[src/rtl/player_hit_judge.sv]
// Player collision judge: checks bullets against the player, tracks health and raises boom at zero.
// Optional feature macro: HIT_JUDGE_INVULN_EN enables the post-hit invulnerability window.
module player_hit_judge #(
  parameter int NUM_BULLETS   = 4,
  parameter int COORD_W       = 10,
  parameter int HEALTH_W      = 4,
  parameter int HIT_XL        = 10,
  parameter int HIT_XH        = 50,
  parameter int HIT_YL        = 50,
  parameter int HIT_YH        = 40,
  parameter int INVULN_FRAMES = 60
) (
  input  logic                           clk,
  input  logic                           rst,
  input  logic                           frame_tick,
  input  logic [COORD_W-1:0]             p_x,
  input  logic [COORD_W-1:0]             p_y,
  input  logic [NUM_BULLETS*COORD_W-1:0] eb_x,
  input  logic [NUM_BULLETS*COORD_W-1:0] eb_y,
  input  logic [NUM_BULLETS-1:0]         eb_en,
  input  logic                           player_en,
  input  logic                           load_health,
  input  logic [HEALTH_W-1:0]            health_init,
  output logic [NUM_BULLETS-1:0]         eb_clr,
  output logic                           hit,
  output logic [HEALTH_W-1:0]            health,
  output logic                           invuln,
  output logic                           boom
);

  // Two spare bits keep coordinate + offset sums from wrapping near screen edges.
  localparam int EXT_W = COORD_W + 2;

  typedef enum logic [1:0] {
    ALIVE  = 2'd0,
    INVULN = 2'd1,
    DEAD   = 2'd2
  } state_t;

  state_t                  state;
  state_t                  state_nx;
  logic [NUM_BULLETS-1:0]  ov;
  logic [NUM_BULLETS-1:0]  eb_clr_nx;
  logic                    hit_nx;
  logic [HEALTH_W-1:0]     health_nx;
  logic [HEALTH_W-1:0]     health_dec;
  logic [EXT_W-1:0]        px_ext;
  logic [EXT_W-1:0]        py_ext;

  assign px_ext = EXT_W'(p_x);
  assign py_ext = EXT_W'(p_y);

  for (genvar i = 0; i < NUM_BULLETS; i++) begin : g_ov
    logic [EXT_W-1:0] bx;
    logic [EXT_W-1:0] by;
    assign bx = EXT_W'(eb_x[i*COORD_W +: COORD_W]);
    assign by = EXT_W'(eb_y[i*COORD_W +: COORD_W]);
    assign ov[i] = eb_en[i] & player_en
                 & (bx <= px_ext + EXT_W'(HIT_XL))
                 & (px_ext < bx + EXT_W'(HIT_XH))
                 & (by <= py_ext + EXT_W'(HIT_YL))
                 & (py_ext < by + EXT_W'(HIT_YH));
  end

  // Saturating decrement so health can never wrap below zero.
  assign health_dec = (health != '0) ? health - HEALTH_W'(1) : '0;

`ifdef HIT_JUDGE_INVULN_EN
  localparam int CNT_W = (INVULN_FRAMES > 1) ? $clog2(INVULN_FRAMES) : 1;
  logic [CNT_W-1:0] cnt;
  logic [CNT_W-1:0] cnt_nx;
`else
  logic unused_frame_tick;
  assign unused_frame_tick = frame_tick;
`endif

  always_comb begin
    state_nx  = state;
    health_nx = health;
    eb_clr_nx = '0;
    hit_nx    = 1'b0;
`ifdef HIT_JUDGE_INVULN_EN
    cnt_nx    = cnt;
`endif
    if (load_health) begin
      health_nx = health_init;
      state_nx  = (health_init != '0) ? ALIVE : DEAD;
`ifdef HIT_JUDGE_INVULN_EN
      cnt_nx    = '0;
`endif
    end else begin
      case (state)
        ALIVE: begin
          if (|ov) begin
            eb_clr_nx = ov;
            hit_nx    = 1'b1;
            health_nx = health_dec;
            if (health_dec == '0) begin
              state_nx = DEAD;
            end else begin
`ifdef HIT_JUDGE_INVULN_EN
              state_nx = INVULN;
              cnt_nx   = CNT_W'(INVULN_FRAMES - 1);
`else
              state_nx = ALIVE;
`endif
            end
          end
        end
        INVULN: begin
`ifdef HIT_JUDGE_INVULN_EN
          if (frame_tick) begin
            if (cnt == '0) state_nx = ALIVE;
            else           cnt_nx   = cnt - CNT_W'(1);
          end
`else
          state_nx = ALIVE;
`endif
        end
        DEAD:    state_nx = DEAD;
        default: state_nx = DEAD;
      endcase
    end
  end

  always_ff @(posedge clk or posedge rst) begin
    if (rst) begin
      state  <= DEAD;
      health <= '0;
      eb_clr <= '0;
      hit    <= 1'b0;
    end else begin
      state  <= state_nx;
      health <= health_nx;
      eb_clr <= eb_clr_nx;
      hit    <= hit_nx;
    end
  end

`ifdef HIT_JUDGE_INVULN_EN
  always_ff @(posedge clk or posedge rst) begin
    if (rst) cnt <= '0;
    else     cnt <= cnt_nx;
  end

  assign invuln = (state == INVULN);
`else
  assign invuln = 1'b0;
`endif

  assign boom = (state == DEAD);

endmodule

[config.mk]
export PLATFORM = sky130hd
export DESIGN_NAME = player_hit_judge
export DESIGN_NICKNAME = d
export VERILOG_FILES = /design/src/rtl/player_hit_judge.sv
export SDC_FILE = /design/constraint.sdc
export NUM_CORES = 1
export LEC_CHECK = 0
export BUFFER_PORTS_ARGS = -buffer_cell sky130_fd_sc_hd__buf_2
export CAP_MARGIN = 20
export CORE_MARGIN = 3
export CORE_UTILIZATION = 45
export CTS_BUF_LIST = sky130_fd_sc_hd__clkbuf_4
export DETAILED_ROUTE_END_ITERATION = 16
export PLACE_DENSITY = 0.8
export SYNTH_ARGS = -nofsm -noshare
export SYNTH_HDL_FRONTEND = slang
export SYNTH_SLANG_ARGS = --single-unit
export TNS_END_PERCENT = 30
[constraint.sdc]
create_clock -name clk -period 2.4 [get_ports clk]
set_clock_uncertainty 0.05 [all_clocks]
set_input_delay 0.48 -clock clk [delete_from_list [all_inputs] [get_ports clk]]
set_output_delay 0.48 -clock clk [all_outputs]
set_load 0.005 [all_outputs]
==> After elaboration in Yosys (flattened, before gate mapping) <==
Index checks and enable logic that the tools add are counted.
W data, S select, Z words.
{ "op_classes": {"n_addsub": 11, "reduce_logical": 8, "magnitude_cmp": 16, "eq_ne": 3, "mux": 15, "bitwise_logic": 20} }
{ "op_table": {"columns": ["op", "n"], "rows": [
  ["$add A10 B6 Y11 const B", 9],
  ["$lt A10 B11 Y1", 8],
  ["$le A10 B12 Y1", 6],
  ["$mux W4", 7],
  ["$le A10 B11 Y1", 2],
  ["$and A1 B1 Y1", 20],
  ["$add A10 B4 Y11 const B", 1],
  ["$mux W2", 4],
  ["$reduce_bool A4 Y1", 2],
  ["$logic_not A4 Y1", 1],
  ["$pmux W2 S2", 1],
  ["$reduce_bool A2 Y1", 2],
  ["$reduce_or A4 Y1", 1],
  ["$sub A4 B1 Y4 const B", 1],
  ["$mux W1", 3],
  ["$ne A3 B3 Y1 const B", 1],
  ["$eq A2 B1 Y1 const B", 1],
  ["$eq A2 B2 Y1 const B", 1],
  ["$logic_not A2 Y1", 1],
  ["$reduce_and A2 Y1", 1]
]} }
{ "totals": {"elab_cells": 77, "reg_bits": 11, "in_bits": 113, "output_inout_bits": 11} }

==> Depth between registers and ports, before layout <==
Gate-level depths: netlist (run 1).
{ "depth": {"depth_word": 10, "ltp_mapped": 16, "depth_no_buf": 16} }

==> Least setup slack after synthesis (run 1) <==
OpenSTA, ideal clock, no wires.
{ "synth_timing": {"path_kind": "input to register", "start": "input port p_x[3]", "end": "register health[0]", "path_stages": 12, "t_arrival_ns": 3.460, "setup_ns": 0.137, "required_time_ns": 2.213, "slack_ns": -1.247, "path_cell_list": "buf_6 > a21oi_1 > nor2_1 > xnor2_1 > ha_1 > nand3_1 > or4_1 > o31ai_1 > or4b_1 > a41o_1 > a221oi_2 > a21oi_1"} }
{ "synth_via": {"elab_chain_len": 9, "elab_cells_between_ends": 28} }
{ "synth_lines": {"columns": ["element", "line", "text"], "rows": [
  ["start, declared", "16", "input logic [COORD_W-1:0] p_x,"],
  ["$add A10 B4 Y11", "59", "& (bx <= px_ext + EXT_W'(HIT_XL))"],
  ["$le A10 B12 Y1 / $le A10 B11 Y1 (equally long branches)", "59", null],
  ["$and A1 B1 Y1", "59", null],
  ["$and A1 B1 Y1", "60", "& (px_ext < bx + EXT_W'(HIT_XH))"],
  ["$and A1 B1 Y1", "61", "& (by <= py_ext + EXT_W'(HIT_YL))"],
  ["$and A1 B1 Y1", "62", "& (py_ext < by + EXT_W'(HIT_YH));"],
  ["$reduce_or A4 Y1 *", "94", "if (|ov) begin"],
  ["$reduce_bool A2 Y1 (no line) *", null, null],
  ["$reduce_and A2 Y1 (no line) *", null, null],
  ["end signal, assigned", "134", "health <= health_nx;"],
  ["end, declared", "26", "output logic [HEALTH_W-1:0] health,"]
]} }
Every way passes the cells marked *; elsewhere a longest branch is shown, timed or not.
A chain may end at the register's enable or synchronous reset.

==> Worst setup path after layout (run 1) <==
{ "layout_timing": {"start": "input port p_y[3]", "end": "register health[0]"} }
{ "layout_via": {"elab_chain_len": 7, "elab_cells_between_ends": 20} }
{ "layout_lines": {"columns": ["element", "line", "text"], "rows": [
  ["start, declared", "17", "input logic [COORD_W-1:0] p_y,"],
  ["$add A10 B6 Y11", "61", null],
  ["$le A10 B12 Y1 / $le A10 B11 Y1 (equally long branches)", "61", null],
  ["$and A1 B1 Y1", "61", null],
  ["$and A1 B1 Y1", "62", null],
  ["$reduce_or A4 Y1 *", "94", null],
  ["$reduce_bool A2 Y1 (no line) *", null, null],
  ["$reduce_and A2 Y1 (no line) *", null, null]
]} }
Marked as above.

==> results.md, run 1 <==
Power:
- The worst voltage drop across the vdd grid is 287 µV.
- The overall power consumption is 2.01 mW.
- In this run the power density over the cells is 262 nW/µm².
- The analysis attributes to cell leakage a power of 3.93 nW.

Logic synthesis:
- Among all flip-flop cells after synthesis, the most frequent one is sky130_fd_sc_hd__dfrtp_1.
- Yosys printed 0 warnings.
- The average size of a mapped cell is 7.97 µm².
- The sequential fraction of the synthesis area is 0.0478.
- The count of flip-flops with a built-in enable after synthesis is 0.
- In the post-synthesis netlist, the biggest area contributors are sky130_fd_sc_hd__ha_1 (37%), sky130_fd_sc_hd__xnor2_1 (6.0%), sky130_fd_sc_hd__xor2_1 (6.0%), sky130_fd_sc_hd__a21oi_1 (4.7%), sky130_fd_sc_hd__dfrtp_1 (4.3%).
- The gate count after technology mapping is 660.
- In this run the cell area of the synthesized design comes to 5260 µm².
- The distinct cell type count after synthesis is 59.
- sky130_fd_sc_hd__ha_1 takes more of the synthesized area than any other cell.
- For this run, asynchronously set or reset flops after synthesis account for 1.00.
- Of the post-synthesis cell area, the dominant cell type holds 0.366.
- After synthesis the netlist holds a flip-flop and latch count of 10.
- Counting every net in the synthesized netlist gives 927.

CTS:
- The buffer cell driving the clock tree root is sky130_fd_sc_hd__clkbuf_4.
- The total number of H-tree levels is 1.
- TritonCTS created 3 clock buffers.
- Clock-pin slew was measured on the worst setup and hold paths at 0.06 ns.
- TritonCTS built the clock tree.
- The clock passes through at most 2 buffers.
- The cts-stage hold buffer count is 0.
- The clock reaches the later pin of the worst-skew pair after 0.26 ns.
- CTS saw 10 sinks.

Cells and area:
- The share of post-route cells with drive strength above 1 is 0.362.
- The net count of the finished layout is 1,223.
- Leaving out fill and tap cells, the most frequent cell in the layout is sky130_fd_sc_hd__buf_4.
- Counting the fill cells in the layout gives 861.
- In the layout the commonest cells are sky130_fd_sc_hd__buf_4 (182), sky130_fd_sc_hd__ha_1 (151), sky130_fd_sc_hd__buf_2 (118).
- The number of diodes added for antenna fixing is 0.
- The finished cells cover 7650 µm².
- The signed area change from the synthesized netlist to the final layout is 45.5%.

Worst setup path:
- For the worst setup path, the data arrival time is 3.47 ns.
- Of all nets on the critical path, the largest fanout is 3.
- For this design, the slowest cell found on the critical path is sky130_fd_sc_hd__or4b_4.
- The category of the worst setup path capture point is a flip-flop.
- By instance count, the cell type seen most on the critical path is sky130_fd_sc_hd__a21o_1.
- At the worst endpoint, the required time is 2.49 ns.
- Traced cell by cell, the critical path runs through buf_8, a311oi_4, nor2b_2, nand2_2, xor2_2, ha_1, a21o_1, a21o_1, nor2b_1, nor3_2, o31ai_2, nand3_1, or4b_4, a41o_1, a221oi_2, a21oi_1.
- The start-to-end type of the worst setup path is input port to flip-flop.
- For this run, the slowest stage of the critical path takes 0.57 ns.
- The launching element type of the critical path is an input port.

STA:
- After layout, the minimum clock period comes to 3.38 ns.
- The post-layout worst setup margin is -0.984 ns.
- The max-slew violation count is 0.
- For the pin with the worst max-slew slack, the measured transition is 0.573 ns.
- Setup repair after global routing could not meet its margin everywhere.
- The tightest hold path in the finished design has a slack of 0.127 ns.
- Of the available clock period, the critical path in the final layout requires 1.41.
- In this run the tightest slew margin relative to its limit is 0.615.
- Derived from the worst setup path, the maximum achievable clock frequency is 296 MHz.
- Setup violations remaining at the end of the flow were counted as 10.
- The final hold violation count came to 0.

GRT:
- The initial antenna violation count is 1.
- The pin count of the biggest net entering global routing is 17.
- The first global-routing pass estimated 27,700 µm of wire.
- After global routing the overflow that remains totals 0.
- The via count of the first global-routing pass is 6,109.
- For this run, the total global-route usage over all layers was measured as 0.257.

Route:
- For this block, the initial DRC count from the detailed router was 420.
- The average wire per cell in the routed design is 16.0 µm.
- The total wirelength of the detailed-routed design is 17,500 µm.
- The mean number of vias per cell is 5.69.
- The first detailed-routing pass ran for 6 iterations.
- For this run, design rule violations remaining after detail routing come to 0.
- The total number of vias is 6,233.
- The post-detailed-route count of antenna-violating nets is 0.

Place:
- At the placement stage, the worst setup path has a slack of -1.28 ns.
- The number of buffers inserted by port buffering is 121.
- The weighted congestion reported at the end of routability-driven placement is 0.933.
- Once placement finished, the instance area stood at 7460 µm².
- Summed over all nets, the half-perimeter wirelength after detailed placement is 15,400 µm.

Floorplanning:
- For this configuration, the core starts out at a cell density of 0.473.
- After floorplanning, the core was sized to cover 11,100 µm².
- The die covers 13,000 µm².
- Pin placement for this block handled 124 I/O pins.
- In this run the core area contains 38 standard-cell rows.
- The width of the chip is 114 µm.
- The die height is 114 µm.

Outcome:
- The flow ran to the end, but the final reports show violations.
- The final reports fail on setup timing.

Min path:
- The tightest min-delay check is of the input port to asynchronous set/reset pin type.

Run:
- The number of maximum-capacitance constraint violations is 0.
state kept, by name (all words and copies together), names as in the netlist:
signal,count
health,4
state,1
hit,1
eb_clr,4
cell usage after synthesis, types with 16 or more instances:
cell type                 instances
sky130_fd_sc_hd__ha_1           154
sky130_fd_sc_hd__a21oi_1         49
sky130_fd_sc_hd__o21ai_0         43
sky130_fd_sc_hd__nand2_1         40
sky130_fd_sc_hd__inv_1           36
sky130_fd_sc_hd__xnor2_1         36
sky130_fd_sc_hd__xor2_1          36
sky130_fd_sc_hd__nor2_1          28
sky130_fd_sc_hd__nor2b_1         22
sky130_fd_sc_hd__nand3_1         19
sky130_fd_sc_hd__nand4_1         17
sky130_fd_sc_hd__o21a_1          16
worst max-delay path, delay by kind of cell:
kind,cells,cell delay (ns)
adder cells (fa/ha/maj),1,0.28
XOR/XNOR,1,0.18
AO/OA/AOI/OAI,7,1.34
buffers and inverters,1,0.10
AND/OR/NAND/NOR,6,1.07
cells by family (layout without fill, tap and decap cells):
kind of cell    count (synthesis)  count (layout)  share of synthesized area
compound gates                193             193                      0.243
simple gates                  175             175                      0.173
fa+ha+maj                     154             154                      0.366
xor+xnor                       74              74                      0.127
buf+inv                        53             348                     0.0419
flops                          10              10                     0.0478
other cells                     1               1                   0.000713
stage by stage:
stage | std cells | util | TNS, ns
final | 1095 | 0.688 | -7.87
after global routing | 1095 | 0.688 | -9.36
after CTS | 1091 | 0.677 | -7.34
after detailed placement | 1085 | 0.670 | -10.32
after global placement | 1085 | 0.670 | -9.11
after floorplan | 660 | - | -5.72
metal layers:
layer | global-route usage | part of all wire
met3 | 0.0264 | 0.061
met5 | 0 | 0.00074
met1 | 0.327 | 0.43
met2 | 0.453 | 0.48
met4 | 0.0855 | 0.034
area by class of cell:
cell class	count	area (µm²)	area share
clock buffer	3	22.5	0.00294
timing repair buffer	308	2080	0.271
tap	140	175	0.0229
multi-input combinational	597	4990	0.652
sequential	10	251	0.0329
clock inverter	1	3.75	0.000490
inverter	36	135	0.0177
where the power goes:
| part | total (mW) | switching (mW) | internal, mW |
|---|---|---|---|
| logic | 1.68 | 0.831 | 0.852 |
| registers | 0.206 | 0.0212 | 0.185 |
| clock network | 0.118 | 0.0576 | 0.0601 |
| total | 2.01 | 0.909 | 1.10 |
worst paths after layout:
path | slack, ns | from | depth (start not counted) | to
min in group clk | 0.39 | health_init[3] | 2 | health[3]$_DFFE_PP0P_
worst max register to register | 0.88 | health[1]$_DFFE_PP0P_ | 4 | health[1]$_DFFE_PP0P_
worst min-delay path | 0.13 | rst | 2 | eb_clr[1]$_DFF_PP0_
worst min register to register | 0.57 | health[2]$_DFFE_PP0P_ | 2 | health[2]$_DFFE_PP0P_
worst max-delay path | -0.98 | p_y[3] | 16 | health[0]$_DFFE_PP0P_
max in group asynchronous | 1.86 | rst | 2 | state[1]$_DFFE_PP1P_
timing repair:
| action | 4_1_cts | 5_1_grt |
|---|---|---|
| gates resized for setup | 9 | 19 |
| pin swaps | 17 | 23 |
| setup endpoints to repair | 10 | 10 |
| buffers inserted | 2 | 4 |
Power figures use the tool's default switching activity.
==> run 2: changes to the inputs <==
- CORE_ASPECT_RATIO: unset -> 1.4
==> results.md, run 2 (synthesis gave the netlist of run 1 again) <==
Cells and area:
- The layout has 854 filler cells.
- The library cell used most frequently in the layout, excluding fill and tap cells, is sky130_fd_sc_hd__buf_4.
- The largest registers in the layout are eb_clr: 4 flops, health: 4 flops.
- In the layout the commonest cells are sky130_fd_sc_hd__buf_4 (182), sky130_fd_sc_hd__ha_1 (150), sky130_fd_sc_hd__buf_2 (111).
- Once layout is complete, the utilization of the core stands at 0.686.
- In the final layout, the share of cells above drive strength 1 is 0.372.
- The number of diodes added for antenna fixing is 0.
- The final non-filler cell total is 1,100.
- The final layout contains 1,224 nets.
- Relative to the synthesized area, the layout overhead comes to 48.5%.

Power:
- The leakage power summed over all cells is 3.98 nW.
- The worst voltage drop across the vdd grid is 176 µV.
- For this design the ratio of total power to cell area is 270 nW/µm².

CTS:
- In this run, post-CTS hold repair placed 0 buffers.
- The clock net sink count is 10.
- In this run the number of H-tree levels came out at 1.
- The CTS tree is built.
- The number of buffers created by CTS is 3.
- In this run the deepest clock path goes through 2 buffers.
- The buffer cell driving the clock tree root is sky130_fd_sc_hd__clkbuf_4.
- The clock transition at the register clock pins on the worst setup and hold paths after CTS is 0.06 ns.
- The later-pin clock latency in the skew report is 0.27 ns.

Worst setup path:
- Setup slack on the worst reg-to-reg path comes out at 1.00 ns.
- The required time at the endpoint of the critical path is 2.49 ns.
- The start-to-end type of the worst setup path is input port to flip-flop.
- The worst register-to-register path begins at health[1]$_DFFE_PP0P_.
- The source of the critical timing path is p_y[3].
- The critical path ends at health[0]$_DFFE_PP0P_.
- The worst path arrival time is 3.55 ns.
- The worst setup path is captured at a flip-flop.
- The depth of the worst register-to-register path is 4.
- Along the worst path, the maximum fanout reaches 5.
- The endpoint identified for the worst register-to-register timing path is health[1]$_DFFE_PP0P_.
- STA classifies the critical path startpoint as an input port.

STA:
- The max-slew violation count came to 0.
- Dividing the final minimum period by the clock period gives 1.44.
- Static timing analysis puts the maximum clock frequency at 289 MHz.
- The remaining max-slew budget at the tightest pin is 0.570.
- Setup slack on the critical path of the routed design comes to -1.06 ns.
- At the pin with the least slew margin, the transition time is 0.643 ns.
- Setup violations remaining at the end of the flow were counted as 10.
- The final hold violation count is 0.
- Setup repair after global routing could not meet its margin everywhere.
- The routed design could run at a clock period as short as 3.46 ns.

Floorplanning:
- The number of I/O pins is 124.
- The floorplan step defined a core boundary enclosing 11,400 µm².
- The initial utilization of the core area, before any placement, comes to 0.462.
- The die height is 134 µm.
- The cell row count is 46.
- The floorplan step defined a die boundary enclosing 13,000 µm².
- The width of the chip is 97.4 µm.

Min path:
- In this run the worst hold path is classified as input port to asynchronous set/reset pin.

Outcome:
- The run finished, with violations left.
- The checks that failed: setup timing.

Place:
- After legalization and detailed placement, the total HPWL measured 15,500 µm.
- The congestion estimate from routability-driven global placement came to 0.969.
- In this run the tool buffered the top-level ports with 121 buffer cells.
- The pre-CTS worst setup slack is -1.33 ns.
- Once placement completed, the tool counted placed cells totaling 1,083.

GRT:
- The initial antenna violation count is 0.
- Global routing finished with a remaining overflow of 0.
- The first global-routing pass estimated 29,100 µm of wire.
- The via count of the first global-routing pass is 6,586.
- The global-route usage over all layers is 0.268.
- Entering global routing, the biggest net connects 17 pins.

Route:
- Before antenna repair, the detailed router went through 5 iterations.
- Summed over all layers, the routed wires come to 19,800 µm.
- Summing over every cut layer, the via total after detailed routing is 6,566.
- In this run, the number of DRC markers left after iteration 0 of detailed routing was 212.
- The detail route stage leaves a number of antenna-violating nets equal to 0.
- In the routed design, unresolved DRC markers number 0.
- In the final routed layout, each cell accounts on average for 18.0 µm.
- The mean number of vias per cell is 5.97.

Run:
- The tool flagged a number of max-cap violations equal to 0.
## run 2: changes by cell type in the layout (fill, tap and decap cells not counted), sizes merged
cell,previous run,this run
clkbuf,3,4
## run 2: metrics by stage
stage / setup TNS, ns / hold slack, ns / total power [mW] / cell area (µm²)
2_1_floorplan: -5.72 / 0.269 / 1.07 / 5380
3_3_place_gp: -9.72 / 0.412 / 1.75 / 7400
3_5_place_dp: -10.93 / 0.422 / 1.81 / 7400
4_1_cts: -6.52 / 0.135 / 2.00 / 7650
5_1_grt: -8.72 / 0.159 / 2.30 / 7810
6_report: -7.66 / 0.125 / 2.11 / 7810
## run 2: timing repair
| action | 4_1_cts | 5_1_grt |
|---|---|---|
| buffers inserted | 11 | 2 |
| gates resized for setup | 32 | 29 |
| endpoints found under the setup margin | 10 | 10 |
| pin swaps | 33 | 18 |
## run 2: worst min path at each step
| stage | start | end | slack, ns | cells after the start |
|---|---|---|---|---|
| floorplan | rst | eb_clr[0]$_DFF_PP0_ | 0.27 | 1 |
| global placement | rst | hit$_DFF_PP0_ | 0.41 | 2 |
| detailed placement | rst | hit$_DFF_PP0_ | 0.42 | 2 |
| CTS | rst | health[2]$_DFFE_PP0P_ | 0.13 | 2 |
| global route | rst | health[2]$_DFFE_PP0P_ | 0.16 | 2 |
| finish | rst | hit$_DFF_PP0_ | 0.12 | 2 |
## run 2: area by class of cell
cell class | instances | area (µm²) | share of cell area
clock buffers | 3 | 22.5 | 0.00288
clock inverters | 1 | 3.75 | 0.000480
inverters | 36 | 135 | 0.0173
multi-input cells | 597 | 5080 | 0.650
flip-flops and latches | 10 | 251 | 0.0322
well taps | 144 | 180 | 0.0231
repair buffers | 309 | 2140 | 0.274
## run 2: critical path, stage by stage
cell                       delay [ns]
sky130_fd_sc_hd__clkbuf_4        0.17
sky130_fd_sc_hd__a311oi_4        0.12
sky130_fd_sc_hd__nor2b_2         0.21
sky130_fd_sc_hd__nand2_2         0.10
sky130_fd_sc_hd__xor2_2          0.20
sky130_fd_sc_hd__ha_4            0.28
sky130_fd_sc_hd__buf_4           0.10
sky130_fd_sc_hd__nand3_2         0.09
sky130_fd_sc_hd__nor4_4          0.32
sky130_fd_sc_hd__nor3_2          0.09
sky130_fd_sc_hd__o31ai_2         0.09
sky130_fd_sc_hd__nand3_1         0.13
sky130_fd_sc_hd__or4b_4          0.51
sky130_fd_sc_hd__a41o_1          0.31
sky130_fd_sc_hd__a221oi_2        0.27
sky130_fd_sc_hd__a21oi_1         0.06
## run 2: layer usage
metal  share of wire  track usage  up-vias
li1                -            -     3088
met1            0.36        0.275     3011
met2            0.50        0.511      344
met3           0.059       0.0260      123
met4           0.085        0.176        0
met5               0            0        -
## run 2: power by group
group / internal (mW) / switching [mW] / leakage, nW / total [mW]
Sequential: 0.185 / 0.0231 / 0.126 / 0.208
Clock: 0.0601 / 0.0586 / 0.0154 / 0.119
Combinational: 0.890 / 0.896 / 3.84 / 1.79
==> run 3: changes to the inputs <==
- CORE_UTILIZATION: 45 -> 50
- PLACE_DENSITY: 0.8 -> 0.86
==> results.md, run 3 (synthesis gave the netlist of run 1 again) <==
Outcome:
- The run finished, with violations left.
- The checks that failed: setup timing.

Place:
- After legalization and detailed placement, the total HPWL measured 17,500 µm.
- The total instance count after detailed placement is 1,082.
- The weighted congestion reported at the end of routability-driven placement is 1.02.
- The number of buffers inserted by port buffering is 121.

GRT:
- For this run, the total global-route usage over all layers was measured as 0.344.
- After global routing the overflow that remains totals 0.
- The global-route wire length before repair is 32,700 µm.
- The via count of the first global-routing pass is 7,179.
- The pin count of the biggest net entering global routing is 17.
- The initial antenna violation count is 1.

Power:
- The clock group share of total power is 0.053.
- The power density over the cells is 276 nW/µm².
- Summed over all cells, the static leakage comes to 3.96 nW.
- For this design the total switching power over the nets is 1.01 mW.
- The switching power as a share of total power is 0.473.
- The internal power of the cells is 1.13 mW.
- The worst voltage drop across the vdd grid is 163 µV.
- The share of total power dissipated in combinational logic is 0.849.
- The portion of total power attributed to sequential cells is 0.097.

Worst setup path:
- The worst setup path is launched from an input port.
- Data arrives at the worst endpoint at 3.47 ns.
- Broken down by cell family, the worst path's largest delay share belongs to compound AO/OA/AOI/OAI gates.
- The slowest stage cell on the critical path is sky130_fd_sc_hd__or4b_4.
- The number of buffers and inverters on the critical path is 1.
- The critical path goes through buf_6, a311oi_4, nor2b_2, nand2_2, xor2_2, ha_1, a21o_1, a21o_1, nor2b_1, nor3_1, o31ai_2, nand3_1, or4b_4, a41o_1, o31ai_2, a21oi_1.
- The required time at the endpoint of the critical path is 2.49 ns.
- In this run the worst path has a maximum fanout of 4.
- The start-to-end type of the worst setup path is input port to flip-flop.
- The largest single stage delay on the critical path is 0.51 ns.
- Setup slack on the worst reg-to-reg path comes out at 0.96 ns.
- The reg-to-reg critical path endpoint is health[1]$_DFFE_PP0P_.
- STA classifies the critical path endpoint as a flip-flop.
- In this run the critical register-to-register path is launched from health[1]$_DFFE_PP0P_.
- The depth of the worst register-to-register path is 4.

STA:
- Setup repair after global routing could not meet its margin everywhere.
- The remaining max-slew budget at the tightest pin is 0.616.
- The final-report setup violation count is 10.
- The maximum clock rate is 296 MHz.
- The part of the cycle the worst path needs is 1.41.
- The final hold violation count is 0.
- For the pin with the worst max-slew slack, the measured transition is 0.571 ns.
- The max-slew violation count is 0.
- Final hold analysis gives a worst-case slack of 0.121 ns.
- The post-layout worst setup margin is -0.977 ns.
- The post-layout minimum cycle time is 3.38 ns.

Cells and area:
- Of the cells placed in the final design, the portion with a size suffix greater than 1 is 0.375.
- The count of nets after finishing is 1,227.
- Leaving out fill and tap cells, the most frequent cells in the layout are sky130_fd_sc_hd__buf_4 (191), sky130_fd_sc_hd__ha_1 (150), sky130_fd_sc_hd__buf_2 (116).
- The signed area change from the synthesized netlist to the final layout is 47.2%.
- Leaving out fill and tap cells, the most frequent cell in the layout is sky130_fd_sc_hd__buf_4.
- The count of filler cells inserted in the layout is 622.
- The largest registers in the layout are eb_clr: 4 flops, health: 4 flops.
- The final non-filler cell total is 1,095.

Floorplanning:
- The die footprint is 11,800 µm².
- For this design the top-level I/O count stands at 124.
- The initial core utilization is 0.523.
- In this run the core area contains 43 standard-cell rows.
- The region available for standard cell placement spans 10,100 µm².
- The width of the chip is 92.7 µm.
- The die is 127 µm tall.

Route:
- The count of nets left with antenna violations once routing finished came out at 0.
- Before antenna repair, the detailed router went through 5 iterations.
- For this block, the initial DRC count from the detailed router was 398.
- After detailed routing, the number of remaining DRC violations is 0.
- After detailed routing, the average wire length per cell comes to 19.7 µm.
- The total wirelength of the detailed-routed design is 21,600 µm.
- The routed layout has 6,865 vias.
- Using the TritonRoute via totals, the vias-per-cell ratio works out to 6.27.

CTS:
- TritonCTS built the clock tree.
- No sink is reached through more buffers than the 2 on the longest clock path.
- The total number of H-tree levels is 1.
- Clock tree synthesis found a total of 10 sinks.
- The root buffer cell chosen for the clock tree is sky130_fd_sc_hd__clkbuf_4.
- The later-pin clock latency in the skew report is 0.26 ns.
- Clock-pin slew was measured on the worst setup and hold paths at 0.06 ns.
- In this run, CTS created clock tree buffers numbering 3.

Min path:
- The worst hold path class is input port to asynchronous set/reset pin.

Run:
- Max-cap violations in this run came to 0.
[run 3: power groups by stage]
stage | Combinational [mW] | Clock (mW) | Sequential, mW
final | 1.82 | 0.114 | 0.208
after global routing | 1.97 | 0.126 | 0.212
after CTS | 1.72 | 0.118 | 0.206
after detailed placement | 1.65 | 0 | 0.209
after global placement | 1.54 | 0 | 0.208
after floorplan | 0.865 | 0 | 0.203
[run 3: layout make-up]
type | count | area [µm²] | share of cell area
Antenna cell | 1 | 2.50 | 0.000323
Clock buffer | 3 | 22.5 | 0.00291
Clock inverter | 1 | 3.75 | 0.000485
Inverter | 36 | 135 | 0.0174
Multi-Input combinational cell | 597 | 5070 | 0.654
Sequential cell | 10 | 251 | 0.0325
Tap cell | 135 | 169 | 0.0218
Timing Repair Buffer | 312 | 2090 | 0.270
[run 3: worst max path at each step]
stage	startpoint	end	slack (ns)	depth (start not counted)
after global placement	eb_x[11]	health[0]$_DFFE_PP0P_	-1.18	14
after floorplan	p_y[1]	health[1]$_DFFE_PP0P_	-0.86	13
after detailed placement	p_y[1]	health[1]$_DFFE_PP0P_	-1.31	16
after CTS	p_y[3]	health[0]$_DFFE_PP0P_	-0.85	16
final	p_y[2]	health[2]$_DFFE_PP0P_	-0.98	16
after global routing	p_y[1]	health[2]$_DFFE_PP0P_	-1.09	16
[run 3: metal layers]
metal,global-route usage,wire (µm),vias up
met5,0,12,-
met4,0.296,2190,2
met3,0.0554,1630,204
met2,0.636,10700,452
met1,0.324,7020,3119
li1,-,-,3088
[run 3: what timing repair did]
item	4_1_cts	5_1_grt
buffers inserted	6	2
resized for setup	34	10
endpoints found under the setup margin	10	10
cloned	0	0
pin swaps	31	15
hold buffers	0	0
[run 3: through the flow]
stage                     instance area (µm²)  worst slack, ns  TNS, ns  total power [mW]  utilization
after floorplan                          5380           -0.855    -5.72              1.07            -
after global placement                   7450            -1.18    -9.59              1.75        0.741
after detailed placement                 7450            -1.31   -10.89              1.86        0.741
after CTS                                7680           -0.846    -6.27              2.04        0.763
after global routing                     7740            -1.09    -8.79              2.31        0.770
final                                    7740           -0.977    -7.65              2.14        0.770
